===== src/rtl/rf_pkg.sv =====
// rf_pkg: shared constants and helpers for the register-file scoreboard.
//   XLEN_DEF / NREG_DEF : default data width and register count
//   ZERO_REG            : index of the hardwired-zero register
//   addr_w()            : address width for a given register count
package rf_pkg;
   localparam int XLEN_DEF = 32;
   localparam int NREG_DEF = 32;
   localparam int ZERO_REG = 0;
   function automatic int addr_w(input int n);
      return $clog2(n);
   endfunction
endpackage


===== src/rtl/rf_busy_tbl.sv =====
// rf_busy_tbl: pending-write (busy) table with a registered pending count.
//   clk, rst_n          : clock, asynchronous active-low reset
//   iss_en, iss_addr    : issue request marking a destination pending
//   iss_ready           : issue accepted this cycle (target not busy, or x0)
//   wb_en, wb_addr      : writeback clearing a pending flag
//   flush               : clear every pending flag, drop same-cycle issue
//   busy                : per-register pending flags
//   busy_cnt            : number of set pending flags
module rf_busy_tbl
   import rf_pkg::*;
#(
   parameter int NREG = NREG_DEF,
   parameter int AW   = addr_w(NREG)
) (
   input  logic            clk,
   input  logic            rst_n,
   input  logic            iss_en,
   input  logic [AW-1:0]   iss_addr,
   output logic            iss_ready,
   input  logic            wb_en,
   input  logic [AW-1:0]   wb_addr,
   input  logic            flush,
   output logic [NREG-1:0] busy,
   output logic [AW:0]     busy_cnt
);
   logic [NREG-1:0] busy_d;
   logic [AW:0]     cnt_d;
   logic            acc;
   logic            clr;
   assign iss_ready = ~busy[iss_addr] | (iss_addr == AW'(ZERO_REG));
   // An accepted issue always targets a non-busy register, so acc and clr can
   // never both change the count for the same register: issue-wins is free.
   always_comb begin
      acc    = iss_en & iss_ready & (iss_addr != AW'(ZERO_REG)) & ~flush;
      clr    = wb_en & (wb_addr != AW'(ZERO_REG)) & busy[wb_addr];
      busy_d = busy;
      if (clr) busy_d[wb_addr] = 1'b0;
      if (acc) busy_d[iss_addr] = 1'b1;
      if (flush) busy_d = '0;
      cnt_d  = flush ? '0 : busy_cnt + (AW+1)'(acc) - (AW+1)'(clr);
   end
   always_ff @(posedge clk or negedge rst_n) begin
      if (!rst_n) begin
         busy     <= '0;
         busy_cnt <= '0;
      end else begin
         busy     <= busy_d;
         busy_cnt <= cnt_d;
      end
   end
endmodule


===== src/rtl/rf_scoreboard.sv =====
// rf_scoreboard: register file with per-register pending-write scoreboard.
//   clk, rst_n          : clock, asynchronous active-low reset
//   rd_addr/rd_data     : NRD combinational read ports, port i at slice i
//   rd_busy             : pending flag of each read port's register
//   iss_en/iss_addr     : issue request, iss_ready = accepted this cycle
//   wb_en/wb_addr/wb_data : writeback, clears the pending flag
//   flush               : clear all pending flags
//   busy_cnt            : registered count of pending registers
// Optional macro RF_SCOREBOARD_BYPASS_EN forwards a same-cycle writeback to
// matching read ports (data = wb_data, busy = 0).
module rf_scoreboard
   import rf_pkg::*;
#(
   parameter int XLEN = XLEN_DEF,
   parameter int NREG = NREG_DEF,
   parameter int NRD  = 2
) (
   input  logic                   clk,
   input  logic                   rst_n,
   input  logic [NRD*$clog2(NREG)-1:0] rd_addr,
   output logic [NRD*XLEN-1:0]    rd_data,
   output logic [NRD-1:0]         rd_busy,
   input  logic                   iss_en,
   input  logic [$clog2(NREG)-1:0] iss_addr,
   output logic                   iss_ready,
   input  logic                   wb_en,
   input  logic [$clog2(NREG)-1:0] wb_addr,
   input  logic [XLEN-1:0]        wb_data,
   input  logic                   flush,
   output logic [$clog2(NREG):0]  busy_cnt
);
   localparam int AW = $clog2(NREG);
   logic [XLEN-1:0] regs [NREG];
   logic [NREG-1:0] busy;
   logic            wr;
   assign wr = wb_en & (wb_addr != AW'(ZERO_REG));
   rf_busy_tbl #(.NREG(NREG), .AW(AW)) u_busy (
      .clk      (clk),
      .rst_n    (rst_n),
      .iss_en   (iss_en),
      .iss_addr (iss_addr),
      .iss_ready(iss_ready),
      .wb_en    (wb_en),
      .wb_addr  (wb_addr),
      .flush    (flush),
      .busy     (busy),
      .busy_cnt (busy_cnt)
   );
   // Register 0 is never written, so it stays at its reset value of zero.
   always_ff @(posedge clk or negedge rst_n) begin
      if (!rst_n) regs <= '{default: '0};
      else if (wr) regs[wb_addr] <= wb_data;
   end
   for (genvar i = 0; i < NRD; i++) begin : g_rd
      logic [AW-1:0] a;
      assign a = rd_addr[i*AW +: AW];
`ifdef RF_SCOREBOARD_BYPASS_EN
      // Gated by rst_n so outputs read zero while reset is held.
      logic hit;
      assign hit = rst_n & wr & (a == wb_addr);
      assign rd_data[i*XLEN +: XLEN] = hit ? wb_data : regs[a];
      assign rd_busy[i] = ~hit & busy[a];
`else
      assign rd_data[i*XLEN +: XLEN] = regs[a];
      assign rd_busy[i] = busy[a];
`endif
   end
endmodule


===== config.mk =====
export PLATFORM = sky130hd
export DESIGN_NAME = rf_scoreboard
export DESIGN_NICKNAME = d
export VERILOG_FILES = /design/src/rtl/rf_pkg.sv /design/src/rtl/rf_busy_tbl.sv /design/src/rtl/rf_scoreboard.sv
export SDC_FILE = /design/constraint.sdc
export NUM_CORES = 2
export LEC_CHECK = 0
export BUFFER_PORTS_ARGS = -buffer_cell sky130_fd_sc_hd__buf_4
export CAP_MARGIN = 10
export CORE_MARGIN = 2
export CORE_UTILIZATION = 60
export DETAILED_ROUTE_END_ITERATION = 10
export GPL_TIMING_DRIVEN = 1
export PLACE_DENSITY = 0.77
export SLEW_MARGIN = 20
export SYNTH_ARGS = -nofsm -noshare
export SYNTH_HDL_FRONTEND = slang
export SYNTH_SLANG_ARGS = --single-unit

===== constraint.sdc =====
create_clock -name clk -period 4.98 [get_ports clk]
set_clock_uncertainty 0.1 [all_clocks]
set_input_delay 0.996 -clock clk [delete_from_list [all_inputs] [get_ports clk]]
set_output_delay 0.996 -clock clk [all_outputs]
set_load 0.005 [all_outputs]

==> impl_metrics.py <==
metrics = {
    "run_status": {
        "status": "finished clean",
    },
    "synthesis": {
        "syn_inst": 3397,
        "ys_async_sr_fraction_pct": 100,
        "ys.warnings.count": 0,
        "synth.largest_area_cell": "dfrtp_1",
        "netlist_top_cells_count": "dfrtp_1, mux2_2, mux4_2",
        "yosys-top-cells-area": "dfrtp_1, mux4_2, mux2_2",
        "synth_area_per_cell_um2": 16.6,
        "syn_area_um2": 56500,
        "synthFlopType": "dfrtp_1",
        "synth-seq-area-share_pct": 47.0,
        "synth-seq-cells": 1062,
        "synth_nets": 3461,
        "synth_most_common_cell": "dfrtp_1",
        "synth_cell_type_count": 43,
        "synth_edf_count": 0,
        "yosysTopAreaCellShare_pct": 47.0,
    },
    "timing": {
        "slew_viol_final": 0,
        "min_period_ns": 4.35,
        "fin_crit_sh_pct": 87.4,
        "tns_ns": 0,
        "slew-limit-headroom_pct": 18.6,
        "setup_viol": 0,
        "fmax_mhz": 230,
        "rsz0062_at_grt": "no",
        "hold_viol": 0,
        "worst-slew-pin-transition_ns": 1.22,
    },
    "cts": {
        "cts.repair.resized": 0,
        "ctsHoldBuffers": 0,
        "cts_buffer_depth": 3,
        "h-tree-depth": 3,
        "clock_latency_ns": 0.70,
        "cts_root_buf": "clkbuf_16",
        "cts_sinks": 1062,
        "cts_tree": "done",
        "cts.clk_slew.worst_paths_ns": 0.06,
        "cts_setup_buffers": 0,
        "cts_made_buffers": 112,
    },
    "critical_path": {
        "crit_type": "in2out",
        "worstPathRequired_ns": 3.88,
        "worstSetupStartpointType": "input pin",
        "critPathCaptureType": "output pin",
        "crit_fanout": 24,
        "worstPathArrival_ns": 3.26,
    },
    "place": {
        "port_buffers": 129,
        "dp_cells": 4496,
        "dp.final_hpwl_mm": 90.5,
        "globalplace.congestion": 0.842,
    },
    "detailed_routing": {
        "wl_per_cell_um": 33.4,
        "drc": 0,
        "ant_nets": 0,
        "via_per_inst": 7.23,
        "drt-total-wl_mm": 157,
        "dr.pass1.iters": 7,
        "drt_iter0_markers": 3535,
        "via_count": 34000,
    },
    "finish": {
        "area_growth_pct": 11.5,
        "stdcell_count": 4704,
        "drive_above_1_share_pct": 63.6,
        "finalNetCount": 3421,
        "fin_util_pct": 67.5,
    },
    "floorplan": {
        "rows": 112,
        "core_area_um2": 93300,
        "io_pins": 130,
        "dieWidth_um": 311,
        "dieArea_um2": 96700,
        "die_h_um": 311,
        "start_util_pct": 60.5,
    },
    "run": {
        "drv_cap": 0,
    },
    "global_routing": {
        "grt-ovfl-total": 0,
        "antenna_found_initial": 5,
        "use_met1_pct": 45.3,
        "grt_max_degree": 195,
        "top_usage_layer": "met2",
        "grt.met3_usage_pct": 6.02,
        "grt_usage_pct": 33.2,
        "grt_pass1_wl_mm": 238,
        "grt_pass1_vias": 36300,
        "use_met2_pct": 53.7,
    },
    "hold_path": {
        "worstHoldPathType": "in2async",
    },
    "power_and_ir_drop": {
        "power.density_nw_per_um2": 402,
        "p_leak_nw": 27.1,
        "irDropWorstVdd_uv": 304,
    },
}
## per-stage QoR
stage          hold slack, ns  cell area (um^2)  total power (W)  worst slack (ns)
3_3_place_gp            0.276             59200           0.0164             0.640
2_1_floorplan           0.341             56500           0.0150             0.805
6_report                0.122             63000           0.0254             0.627
4_1_cts                0.0958             63000           0.0255             0.600
3_5_place_dp            0.284             59200           0.0168             0.613
5_1_grt                 0.125             63000           0.0263             0.548
## area by class of cell
class	instances	area, um^2
Antenna cell	3	7.51
Clock buffer	156	3190
Clock inverter	48	601
Fill cell	6093	30300
Inverter	18	67.6
Multi-Input combinational cell	1918	28400
Sequential cell	1062	26600
Tap cell	1254	1570
Timing Repair Buffer	245	2590
## path summary, 6_finish.rpt
path	from	endpoint	slack (ns)	depth (start not counted)
setup / recovery	rd_addr[0]	rd_data[27]	0.63	7
hold / removal	rst_n	regs[548]	0.12	1
setup reg to reg	u_busy.busy[3]	u_busy.busy_cnt[5]	1.66	12
hold reg to reg	regs[1018]	regs[1018]	0.30	0
max in group asynchronous	rst_n	regs[348]	3.26	3
min in group clk	regs[1018]	regs[1018]	0.30	0
## critical path: stages
cell    delay [ns]
buf_8         0.27
buf_12        0.24
buf_12        0.21
mux4_2        0.53
mux4_2        0.50
mux2_2        0.31
buf_4         0.14
## registers in the layout (all words and copies together) (netlist names)
register	cells
u_busy.busy_cnt	6
regs	1024
u_busy.busy	32
## report_power, final
part | switching [W] | leakage [nW] | internal (W) | total, W
clock | 0.00355 | 1.88 | 0.00508 | 0.00863
sequential | 0.00121 | 13.7 | 0.0102 | 0.0114
combinational | 0.00188 | 11.5 | 0.00343 | 0.00531
total | 0.00664 | 27.1 | 0.0187 | 0.0254
## cells by family (layout without fill, tap and decap cells)
group | Yosys count | count (layout) | synth area share, %
buffers and inverters | 417 | 467 | 2.96
muxes | 1739 | 1739 | 48.0
AOI/OAI and AO/OA | 47 | 47 | 0.549
adders and majority gates | 7 | 7 | 0.168
xor gates and xnor gates | 4 | 4 | 0.0620
DFF | 1062 | 1062 | 47.0
and+or+nand+nor | 121 | 121 | 1.23
other | 0 | 3 | 0
## cells in the final DEF, fill, tap and decap left out, types with 13 or more instances in the layout
master,instances
dfrtp_1,1062
mux2_2,1059
mux4_2,671
buf_4,182
clkbuf_16,112
buf_12,55
clkinv_2,24
nand3b_1,23
clkbuf_8,22
clkbuf_1,22
o21ai_0,20
inv_1,18
nor2_1,13
## layer usage
layer  vias up  part of all wire (%)  wire (um)
met5         -                 0.018         29
met4         4                   4.1       6430
met3       367                   8.2      12800
met2      1749                    49      77700
met1     18600                    38      60100
li1      13300                     -          -
(Power assumes the default switching activity.)
